==> config.mk <==
export PLATFORM = sky130hd
export DESIGN_NAME = counter_mod_n
export DESIGN_NICKNAME = d
export VERILOG_FILES = /design/src/rtl/counter_mod_n.sv
export SDC_FILE = /design/constraint.sdc
export NUM_CORES = 1
export LEC_CHECK = 0
export BUFFER_PORTS_ARGS = -buffer_cell sky130_fd_sc_hd__buf_4
export CORE_AREA = 2 2 39 41
export CTS_CLUSTER_DIAMETER = 120
export DETAILED_ROUTE_END_ITERATION = 12
export DIE_AREA = 0 0 41 43
export SYNTH_ARGS = -nofsm -noshare
export SYNTH_HDL_FRONTEND = slang
export SYNTH_SLANG_ARGS = --single-unit
==> constraint.sdc <==
create_clock -name CLK -period 1.4 [get_ports CLK]
set_input_delay 0.28 -clock CLK [delete_from_list [all_inputs] [get_ports CLK]]
set_output_delay 0.28 -clock CLK [all_outputs]
set_load 0.05 [all_outputs]
==> src/rtl/counter_mod_n.sv <==
// Synchronous modulo-N up/down counter with load, terminal count and wrap pulse.
// Define COUNTER_MOD_N_SAT_EN to make the counter hold at its bounds instead of wrapping.
module counter_mod_n #(
  parameter int WIDTH   = 3,
  parameter int MODULUS = 6
) (
  input  logic             CLK,
  input  logic             RST_N,
  input  logic             CNT,
  input  logic             UP,
  input  logic             LD,
  input  logic [WIDTH-1:0] DIN,
  output logic [WIDTH-1:0] OUT,
  output logic             TC,
  output logic             WRAP
);

  localparam logic [WIDTH:0] MAX =
    (WIDTH+1)'(MODULUS - 1);
  localparam logic [WIDTH-1:0] MAXW =
    WIDTH'(MODULUS - 1);
  localparam logic [WIDTH:0] ONE =
    (WIDTH+1)'(1);

  generate
    if (WIDTH < 1 || WIDTH > 16) begin : g_bad_width
      $error("counter_mod_n: WIDTH %0d out of 1..16",
             WIDTH);
    end
    if (MODULUS < 2 || MODULUS > (1 << WIDTH))
    begin : g_bad_mod
      $error("counter_mod_n: MODULUS %0d illegal",
             MODULUS);
    end
  endgenerate

  logic [WIDTH:0]   cur;
  logic [WIDTH-1:0] nxt;
  logic             nxt_wrap;

  // Next count: load clamps to the top state; a forced
  // out-of-range state falls back to 0 on a count edge.
  always_comb begin
    cur      = {1'b0, OUT};
    nxt      = OUT;
    nxt_wrap = 1'b0;
    unique case (1'b1)
      LD: begin
        if ({1'b0, DIN} > MAX) nxt = MAXW;
        else                   nxt = DIN;
      end
      (!LD && CNT): begin
        if (cur > MAX) begin
          nxt = '0;
        end else if (UP) begin
          if (cur == MAX) begin
`ifdef COUNTER_MOD_N_SAT_EN
            nxt = MAXW;
`else
            nxt      = '0;
            nxt_wrap = 1'b1;
`endif
          end else begin
            nxt = WIDTH'(cur + ONE);
          end
        end else begin
          if (cur == '0) begin
`ifdef COUNTER_MOD_N_SAT_EN
            nxt = '0;
`else
            nxt      = MAXW;
            nxt_wrap = 1'b1;
`endif
          end else begin
            nxt = WIDTH'(cur - ONE);
          end
        end
      end
      default: begin
        nxt      = OUT;
        nxt_wrap = 1'b0;
      end
    endcase
  end

  // Count and wrap-pulse registers.
  always_ff @(posedge CLK or negedge RST_N) begin
    if (!RST_N) begin
      OUT  <= '0;
      WRAP <= 1'b0;
    end else begin
      OUT  <= nxt;
      WRAP <= nxt_wrap;
    end
  end

  // Terminal count feeds the enable of the next cascade stage.
  assign TC = CNT & (UP ? (cur == MAX) : (cur == '0));

endmodule

==> results of run 1 <==
[synth_stat cells (all sizes together), types with 2 or more instances]
library cell  count
nor2              2
nand2             2
inv               2
buf               2
nor3              3
a211oi            2
a211o             2
dfrtp             4
a21oi             4
[stage by stage]
step	TNS (ns)	utilization, %	hold slack (ns)
2_1_floorplan	-0.318	-	-0.0156
3_3_place_gp	0	30.9	0.0804
3_5_place_dp	0	30.9	0.0821
4_1_cts	-0.122	34.9	0.232
5_1_grt	-0.295	36.3	0.252
6_report	-0.182	36.3	0.239
[timing repair]
action                                  CTS  global route
hold endpoints to repair                  4             0
pin swaps                                 5             0
hold buffers                              1             0
endpoints found under the setup margin    1             2
resized for setup                         2             2
buffers inserted                          1             1
[logic make-up after synthesis]
family          Yosys count  synth area share [%]
compound gates           11                  25.6
buf+inv                   5                  11.2
flops                     4                  33.1
simple gates             14                  27.3
xor+xnor                  1                  2.89
[registers in the layout, summed over array words and instances, names as in the netlist]
| name | flops |
|---|---|
| OUT | 3 |
| WRAP | 1 |
[worst paths after layout]
check	startpoint	to	slack, ns
worst min-delay path	LD	WRAP	0.24
min in group asynchronous	RST_N	WRAP	0.37
worst min register to register	OUT[1]	WRAP	0.60
worst max register to register	OUT[2]	OUT[2]	-0.03
max in group asynchronous	RST_N	OUT[0]	0.92
worst max-delay path	OUT[2]	TC	-0.15
[layer usage]
metal	share of wire, %	wire length (um)	track usage (%)
met1	44	381	14.2
met3	7.2	62	3.66
met5	0	0	0
met2	47	408	14.7
met4	1.6	14	10.0
[layout make-up]
cell class	count	area, sq um	area share, %
multi-input cells	26	210	41.9
well taps	16	20.0	3.99
repair buffers	17	134	26.7
flip-flops and latches	4	104	20.7
inverters	2	7.51	1.50
clock buffers	4	26.3	5.24
[power by group through the flow]
| stage | sequential, mW | clock, mW | combinational (mW) |
|---|---|---|---|
| 4_1_cts | 0.151 | 0.181 | 0.179 |
| 2_1_floorplan | 0.182 | 0 | 0.0853 |
| 6_report | 0.153 | 0.174 | 0.190 |
| 3_3_place_gp | 0.154 | 0 | 0.165 |
| 5_1_grt | 0.156 | 0.188 | 0.205 |
| 3_5_place_dp | 0.154 | 0 | 0.167 |
==> metrics.txt, run 1 <==
run status=complete, but fails checks; violated checks=setup timing; CTS tree=yes; Clock Root Buffer=clkbuf_4; final antenna diode count=0; Clock Sink Count=4; Core ar.=0.00138 sq mm; instance area after placement=428 sq um; Yosys cell types=21; weighted congestion at the end of routability-driven global placement=0.740; clock tree skew after final layout=0.00543 ns; Mapped Cells=35; peak ir drop on the vdd network=0.345 mV; DP Cell Count=62; critical path's slowest cell=dfrtp_2; overall power after layout=0.517 mW; worst setup timing slack at the placement stage=0.0330 ns; cell with the most instances on the worst path=nor3_4; CP Class=register to output pin; Sw Ratio=37.8%; post-detailed-placement half-perimeter wirelength=601 um; Required @ worst endpoint=1.12 ns; number of search-and-repair iterations in the first detailed-routing pass=2; async set-or-reset flop fraction in the synthesized netlist=100%; Reg clk slew, reported paths=0.05 ns; count of filler cells inserted in the layout=156; number of flops mapped to enable cells by yosys=0; DRC=0; clock tree buffer depth=2; number of warning messages in the yosys log=0; max-cap violation count=0; Setup crit start kind=register; clock insertion delay at the later pin of the skew report=0.25 ns; worst relative slew slack=83.6%; most frequent cells in the layout=buf_4, a21oi_1, dfrtp_2, clkbuf_4; non-filler cells in the finished layout=69; horizontal die dimension=41 um; vias in the first global route=309; share of total power in the clock network=33.6%; worst min-delay path category=input port to register; top area cells in the synthesized netlist=dfrtp_1, buf_6, a21oi_1, a211o_1, nor3_1; wire length of the first global-routing pass=1.28 mm; drt wl/cell=12.6 um; hold violation count in the final report=0; layout cells sized above 1=50.9%; starting density of the core=21.9%; Max Transition Viols Final=0; sort of element at the end of the critical path=output pin; final number of setup-violating endpoints=2; Critical Path AT=1.27 ns; area of all placed cells without fillers=502 sq um; leakage power summed over all cells=0.212 nW; Final Net Count=62; most common library cell in the layout ignoring fill and taps=buf_4; family with the most delay on the worst path=flip-flops; maximum number of pins on one net before global-route repair=11; total of buffers placed on input and output ports=12; combinational power share=36.7%; number of CTS-inserted buffers=3; transition time at the pin with the least slew margin=0.243 ns; Die Area=0.00176 sq mm; most common flop cell mapped by yosys=dfrtp_1; vias post-DR=334; share of the clock period used by the worst path=111%; vertical die dimension=43 um; Post-Syn Area=303 sq um; Cell Pwr Density=1030 mW/mm^2; max incr delay on CP=0.44 ns; ordered cell list for the critical path=nor3_4, nor2_4, nor3_4, buf_6; Cells on Worst Hold Path=2; post-synthesis to final-layout area growth=65.7%; I/O pin count=13; antenna viol nets, final=0; minimum period implied by the final worst setup slack=1.55 ns; global-route total usage across every layer=11.4%; cell type contributing the most total cell area after synthesis=dfrtp_1; number of storage elements in the synthesis netlist=4; average instance area after synthesis=8.65 sq um; Placement Rows=14; Post-Route WL=867 um; fraction of synthesized cell area taken by the top area cell type=33.1%; Register-to-Register Path Depth=4; final worst-path setup slack=-0.153 ns; switching power=0.196 mW; number of antenna violations at the first check in global routing=0; highest clock frequency the design can meet=644 MHz; P_int=0.322 mW; via density per instance=4.84; sequential share of power=29.7%; number of buffer and inverter stages on the critical path=1; total number of cells along the worst setup path=4; nets in the synthesized netlist=43; final global-route overflow total=0; number of DRC violations after detailed-routing iteration 0=5; unrepaired setup endpoints after global routing=true; maximum level of the CTS H-tree=1; sequential area share after synthesis=33.1%; peak fanout along the critical path=4
No activity file was read; power rests on OpenSTA's default activity.
==> run 2, diff against run 1 <==
--- a/config.mk
+++ b/config.mk
@@ -10,6 +10,7 @@
 export CTS_CLUSTER_DIAMETER = 120
 export DETAILED_ROUTE_END_ITERATION = 12
 export DIE_AREA = 0 0 41 43
+export REMOVE_ABC_BUFFERS = 1
 export SYNTH_ARGS = -nofsm -noshare
 export SYNTH_HDL_FRONTEND = slang
 export SYNTH_SLANG_ARGS = --single-unit
==> metrics.txt, run 2 (synthesis results as in run 1) <==
largest registers=OUT: 3 flops, WRAP: 1 flops; ordered cell list for the critical path=nor3_2, nor2_1, nor3_1, buf_4; starting density of the core=21.9% (unchanged); global-route total usage across every layer=12.4% (+1.0 points); sort of element at the end of the critical path=output pin; sequential share of power=31.4% (+1.7 points); transition time at the pin with the least slew margin=0.315 ns (+0.0724 ns); critical path's slowest cell=dfrtp_1; HP Start=LD; CP Class=register to output pin; layout cells sized above 1=42.3% (-8.6 points); Register-to-Register Path Depth=5 (+1); max incr delay on CP=0.40 ns (-0.04 ns); Multi-input gate area=176 sq um (-16%); number of antenna violations at the first check in global routing=0 (unchanged); total of buffers placed on input and output ports=12 (unchanged); Clock Sink Count=4 (unchanged); violated checks=setup timing; horizontal die dimension=41 um (unchanged); unrepaired setup endpoints after global routing=true; area of all placed cells without fillers=460 sq um (-8.2%); Register Area=100 sq um (-3.6%); Sw Ratio=34.9% (-2.9 points); wire length of the first global-routing pass=1.46 mm (+15%); launch instance of the worst register-to-register path=OUT[2]; worst relative slew slack=79.0% (-4.7 points); final-layout worst hold slack=0.266 ns (+0.0270 ns); peak ir drop on the vdd network=0.272 mV (-21%); CTS tree=yes; worst min-delay path category=input port to register; maximum number of pins on one net before global-route repair=11 (unchanged); Placement Rows=14 (unchanged); clock tree buffer depth=2 (unchanged); clock tree skew after final layout=0.000862 ns (-0.00457 ns); setup TNS after final layout=-0.197 ns (-0.0148 ns); final number of setup-violating endpoints=2 (unchanged); Final Net Count=62 (unchanged); number of search-and-repair iterations in the first detailed-routing pass=4 (+2); switching power=0.162 mW (-17%); DRC=0 (unchanged); share of total power in the clock network=29.9% (-3.7 points); Cell Pwr Density=1010 mW/mm^2 (-2.1%); Core ar.=0.00138 sq mm (unchanged); minimum period implied by the final worst setup slack=1.55 ns (-0.00508 ns); Die Area=0.00176 sq mm (unchanged); maximum level of the CTS H-tree=1 (unchanged); most frequent cells in the layout=buf_4, dfrtp_1, a21oi_1, clkbuf_4; combinational power share=38.8% (+2.1 points); Clock Root Buffer=clkbuf_4; non-filler cells in the finished layout=68 (-1.4%); Max Transition Viols Final=0 (unchanged); max-cap violation count=0 (unchanged); peak fanout along the critical path=4 (unchanged); count of filler cells inserted in the layout=153 (-1.9%); run status=complete, but fails checks; final worst-path setup slack=-0.148 ns (+0.00508 ns); P_int=0.302 mW (-6.0%); Cells on Worst Hold Path=2 (unchanged); share of the clock period used by the worst path=111% (-0.36 points); number of CTS-inserted buffers=3 (unchanged); highest clock frequency the design can meet=646 MHz (+0.33%); final global-route overflow total=0 (unchanged); number of DRC violations after detailed-routing iteration 0=6 (+1); hold violation count in the final report=0 (unchanged); most common library cell in the layout ignoring fill and taps=buf_4; post-synthesis to final-layout area growth=52.1%; Critical Path AT=1.27 ns (about the same); Hold Path Sink=WRAP; RR Endpoint=OUT[1]; utilization after layout=33.3% (-3.0 points); DP Cell Count=62 (unchanged); Required @ worst endpoint=1.12 ns (about the same); leakage power summed over all cells=0.206 nW (-2.7%); Setup crit start kind=register; Reg clk slew, reported paths=0.04 ns (about the same); antenna viol nets, final=0 (unchanged); final antenna diode count=0 (unchanged); register containing the most flip-flops in the final layout=OUT; instance area after placement=402 sq um (-6.1%); I/O pin count=13 (unchanged); vertical die dimension=43 um (unchanged); Post-Route WL=801 um (-7.6%); vias post-DR=336 (+0.60%); clock insertion delay at the later pin of the skew report=0.23 ns (-0.02 ns); setup slack on the worst flop-to-flop path=-0.05 ns (-0.02 ns); post-detailed-placement half-perimeter wirelength=609 um (+1.3%); via density per instance=4.94 (+2.1%); max reg flops=3 (unchanged); drt wl/cell=11.8 um (-6.3%); vias in the first global route=348 (+13%); weighted congestion at the end of routability-driven global placement=0.816 (+10%)
[run 2: layer usage]
| metal | wire, um | GRT usage, % | part of all wire, % |
|---|---|---|---|
| met1 | 340 | 15.2 | 42 |
| met2 | 422 | 18.1 | 53 |
| met3 | 38 | 3.14 | 4.7 |
| met4 | 0 | 8.00 | 0 |
| met5 | 0 | 0 | 0 |
[run 2: area by class of cell]
class                           instances  share of cell area [%]
Tap cell                               16                    4.35
Multi-Input combinational cell         26                    38.3
Sequential cell                         4                    21.7
Inverter                                2                    1.63
Timing Repair Buffer                   17                    29.1
Clock buffer                            3                    4.89
[run 2: critical path: cells and delay by family, from the launching register on]
family,cells,cell delay (ns)
flops,1,0.40
simple gates,3,0.40
buf+inv,1,0.23
[run 2: power by group through the flow]
stage	Combinational [mW]	Clock (mW)	Sequential, mW
6_report	0.180	0.139	0.146
5_1_grt	0.196	0.156	0.148
4_1_cts	0.167	0.148	0.146
3_5_place_dp	0.163	0	0.146
3_3_place_gp	0.160	0	0.146
2_1_floorplan	0.0502	0	0.189
[run 2: worst max-delay path by stage]
stage | from | to | slack, ns | depth (start not counted)
global route | OUT[0] | TC | -0.23 | 4
global placement | OUT[2] | OUT[2] | 0.05 | 3
detailed placement | OUT[2] | OUT[2] | 0.05 | 3
finish | OUT[0] | TC | -0.15 | 4
CTS | OUT[0] | TC | -0.16 | 4
floorplan | OUT[0] | TC | -1.00 | 3
[run 2: repair_timing]
item | in CTS | in global routing
endpoints found under the setup margin | 1 | 3
hold endpoints to repair | 4 | 0
hold buffers | 1 | 0
resized for setup | 1 | 2
buffers inserted | 0 | 2
[run 2: metrics by stage]
stage	setup slack, ns	total power [mW]
after floorplan	-1.00	0.239
after global placement	0.0504	0.306
after detailed placement	0.0458	0.310
after CTS	-0.164	0.461
after global routing	-0.228	0.500
final	-0.148	0.464
==> run 3, diff against run 2 <==
--- a/config.mk
+++ b/config.mk
@@ -5,6 +5,7 @@
 export SDC_FILE = /design/constraint.sdc
 export NUM_CORES = 1
 export LEC_CHECK = 0
+export ABC_AREA = 1
 export BUFFER_PORTS_ARGS = -buffer_cell sky130_fd_sc_hd__buf_4
 export CORE_AREA = 2 2 39 41
 export CTS_CLUSTER_DIAMETER = 120
==> metrics.txt, run 3 <==
run status=complete, but fails checks; violated checks=setup timing; overall power after layout=0.486 mW (+4.7%); post-synthesis to final-layout area growth=65.3%; transition time at the pin with the least slew margin=0.154 ns (-0.162 ns); maximum level of the CTS H-tree=1 (unchanged); post-detailed-placement half-perimeter wirelength=604 um (-0.82%); max reg flops=3 (unchanged); horizontal die dimension=41 um (unchanged); CP Class=register to output pin; leakage power summed over all cells=0.251 nW (+22%); highest clock frequency the design can meet=649 MHz (+0.52%); async set-or-reset flop fraction in the synthesized netlist=100% (unchanged); setup TNS after final layout=-0.140 ns (+0.0573 ns); I/O pin count=13 (unchanged); utilization after layout=33.6% (+0.36 points); unrepaired setup endpoints after global routing=true; number of DRC violations after detailed-routing iteration 0=9 (+3); Required @ worst endpoint=1.12 ns (about the same); Max Transition Viols Final=0 (unchanged); Post-Route WL=789 um (-1.5%); final antenna diode count=0 (unchanged); launch instance of the worst register-to-register path=OUT[2]; count of filler cells inserted in the layout=141 (-7.8%); share of the clock period used by the worst path=110% (-0.57 points); most common library cell in the layout ignoring fill and taps=buf_4; number of search-and-repair iterations in the first detailed-routing pass=5 (+1); Reg clk slew, reported paths=0.04 ns (about the same); fraction of synthesized cell area taken by the top area cell type=35.6% (+2.5 points); vertical die dimension=43 um (unchanged); top area cells in the synthesized netlist=dfrtp_1, nand2_1, nor2_1, a21oi_1, inv_1; ordered cell list for the critical path=nor2_2, nand2_1, nand2_1, nand2_2, nor2_2, buf_6; hold violation count in the final report=0 (unchanged); final number of setup-violating endpoints=1 (-1); max incr delay on CP=0.40 ns (about the same); register containing the most flip-flops in the final layout=OUT; vias post-DR=374 (+11%); Clock Sink Count=4 (unchanged); number of CTS-inserted buffers=3 (unchanged); Placement Rows=14 (unchanged); DRC=0 (unchanged); global-route total usage across every layer=10.7% (-1.6 points); sequential area share after synthesis=35.6% (+2.5 points); Final Net Count=74 (+19%); most common flop cell mapped by yosys=dfrtp_1; antenna viol nets, final=0 (unchanged); library cell with the highest instance count after synthesis=nand2_1; vias in the first global route=335 (-3.7%); cell type contributing the most total cell area after synthesis=dfrtp_1; CTS tree=yes; critical path's slowest cell=dfrtp_1; layout cells sized above 1=39.1% (-3.2 points); number of warning messages in the yosys log=0 (unchanged); Critical Path AT=1.26 ns (about the same); sort of element at the end of the critical path=output pin; final global-route overflow total=0 (unchanged); via density per instance=4.68 (-5.4%); number of antenna violations at the first check in global routing=0 (unchanged); starting density of the core=20.3% (-1.5 points); maximum number of pins on one net before global-route repair=6 (-5); most used standard cells in the synthesized netlist=nand2_1, nor2_1, inv_1; Core ar.=0.00138 sq mm (unchanged); Die Area=0.00176 sq mm (unchanged); clock tree skew after final layout=0.00239 ns (+0.00153 ns); Cell Pwr Density=1040 mW/mm^2 (+3.5%); Post-Syn Area=282 sq um (-7.0%); total of buffers placed on input and output ports=12 (unchanged); most frequent cells in the layout=buf_4, nand2_1, nor2_1, inv_1; largest registers=OUT: 3 flops, WRAP: 1 flops; final worst-path setup slack=-0.140 ns (+0.00798 ns); drt wl/cell=9.86 um (-16%); Mapped Cells=44 (+26%); number of storage elements in the synthesis netlist=4 (unchanged); weighted congestion at the end of routability-driven global placement=0.724 (-11%); wire length of the first global-routing pass=1.24 mm (-16%); Clock Root Buffer=clkbuf_4; peak fanout along the critical path=3 (-1); Yosys cell types=13 (-38%); clock insertion delay at the later pin of the skew report=0.24 ns (about the same); number of flops mapped to enable cells by yosys=0 (unchanged); clock tree buffer depth=2 (unchanged); peak ir drop on the vdd network=0.246 mV (-9.7%); max-cap violation count=0 (unchanged); number of buffer and inverter stages on the critical path=1 (unchanged); Setup crit start kind=register; average instance area after synthesis=6.40 sq um (-26%); minimum period implied by the final worst setup slack=1.54 ns (-0.00798 ns); worst relative slew slack=89.7% (+11 points); startpoint of the most critical setup path=OUT[0]; worst min-delay path category=input port to register; HP Start=DIN[2]; family with the most delay on the worst path=simple AND/OR/NAND/NOR gates
==> run 3: layer usage <==
metal / vias up / GRT usage, % / share of wire [%]
met2: 21 / 15.6 / 52
li1: 181 / - / -
met5: - / 0 / 0
met4: 0 / 12.0 / 2.2
met3: 6 / 1.05 / 8.1
met1: 166 / 11.9 / 37
==> run 3: metrics by stage <==
stage                     std cells  hold WS, ns  setup WS (ns)  cell area [sq um]
after CTS                        79        0.300         -0.157                453
after detailed placement         75       0.0786         0.0826                414
final                            80        0.311         -0.140                465
after floorplan                  44      -0.0156         -0.542                282
after global placement           75       0.0778          0.113                414
after global routing             80        0.332         -0.204                465
==> run 3: path summary, 6_finish.rpt <==
| check | to | slack [ns] | depth (start not counted) |
|---|---|---|---|
| hold / removal | OUT[2] | 0.31 | 3 |
| setup / recovery | TC | -0.14 | 6 |
| hold reg to reg | WRAP | 0.67 | 3 |
| setup reg to reg | OUT[2] | 0.30 | 7 |
| min in group asynchronous | OUT[1] | 0.38 | 2 |
| max in group asynchronous | OUT[0] | 0.91 | 2 |
==> run 3: cell type report <==
type	instances	area, sq um	area share, %
multi-input cells	34	166	35.8
repair buffers	17	134	28.8
flip-flops and latches	4	100	21.5
clock buffers	3	22.5	4.84
inverters	6	22.5	4.84
well taps	16	20.0	4.30
==> run 3: worst reg2reg max path, stage by stage (launching register included) <==
cell and delay [ns]:
dfrtp_1 0.40, inv_1 0.08, buf_4 0.15, nand2_1 0.08, nand2_1 0.05, nand2_1 0.07, nand2_1 0.05, o21ai_1 0.13
==> run 3: kinds of logic after synthesis <==
group	after synthesis	synth area share, %
AO/OA/AOI/OAI	9	18.7
buffers and inverters	6	8.00
flip-flops	4	35.6
AND/OR/NAND/NOR	25	37.8
==> run 3: repair_timing <==
action	CTS	global route
pin swaps	0	1
resized for setup	2	2
endpoints found under the hold margin	4	0
hold buffers	1	0
setup endpoints to repair	1	1
setup buffers	0	1
==> run 3: report_power, final <==
group / leakage [nW] / internal (mW) / switching [mW]
clock network: 0.0138 / 0.0958 / 0.0471
logic: 0.187 / 0.0792 / 0.123
registers: 0.0501 / 0.128 / 0.0129
total: 0.251 / 0.303 / 0.183
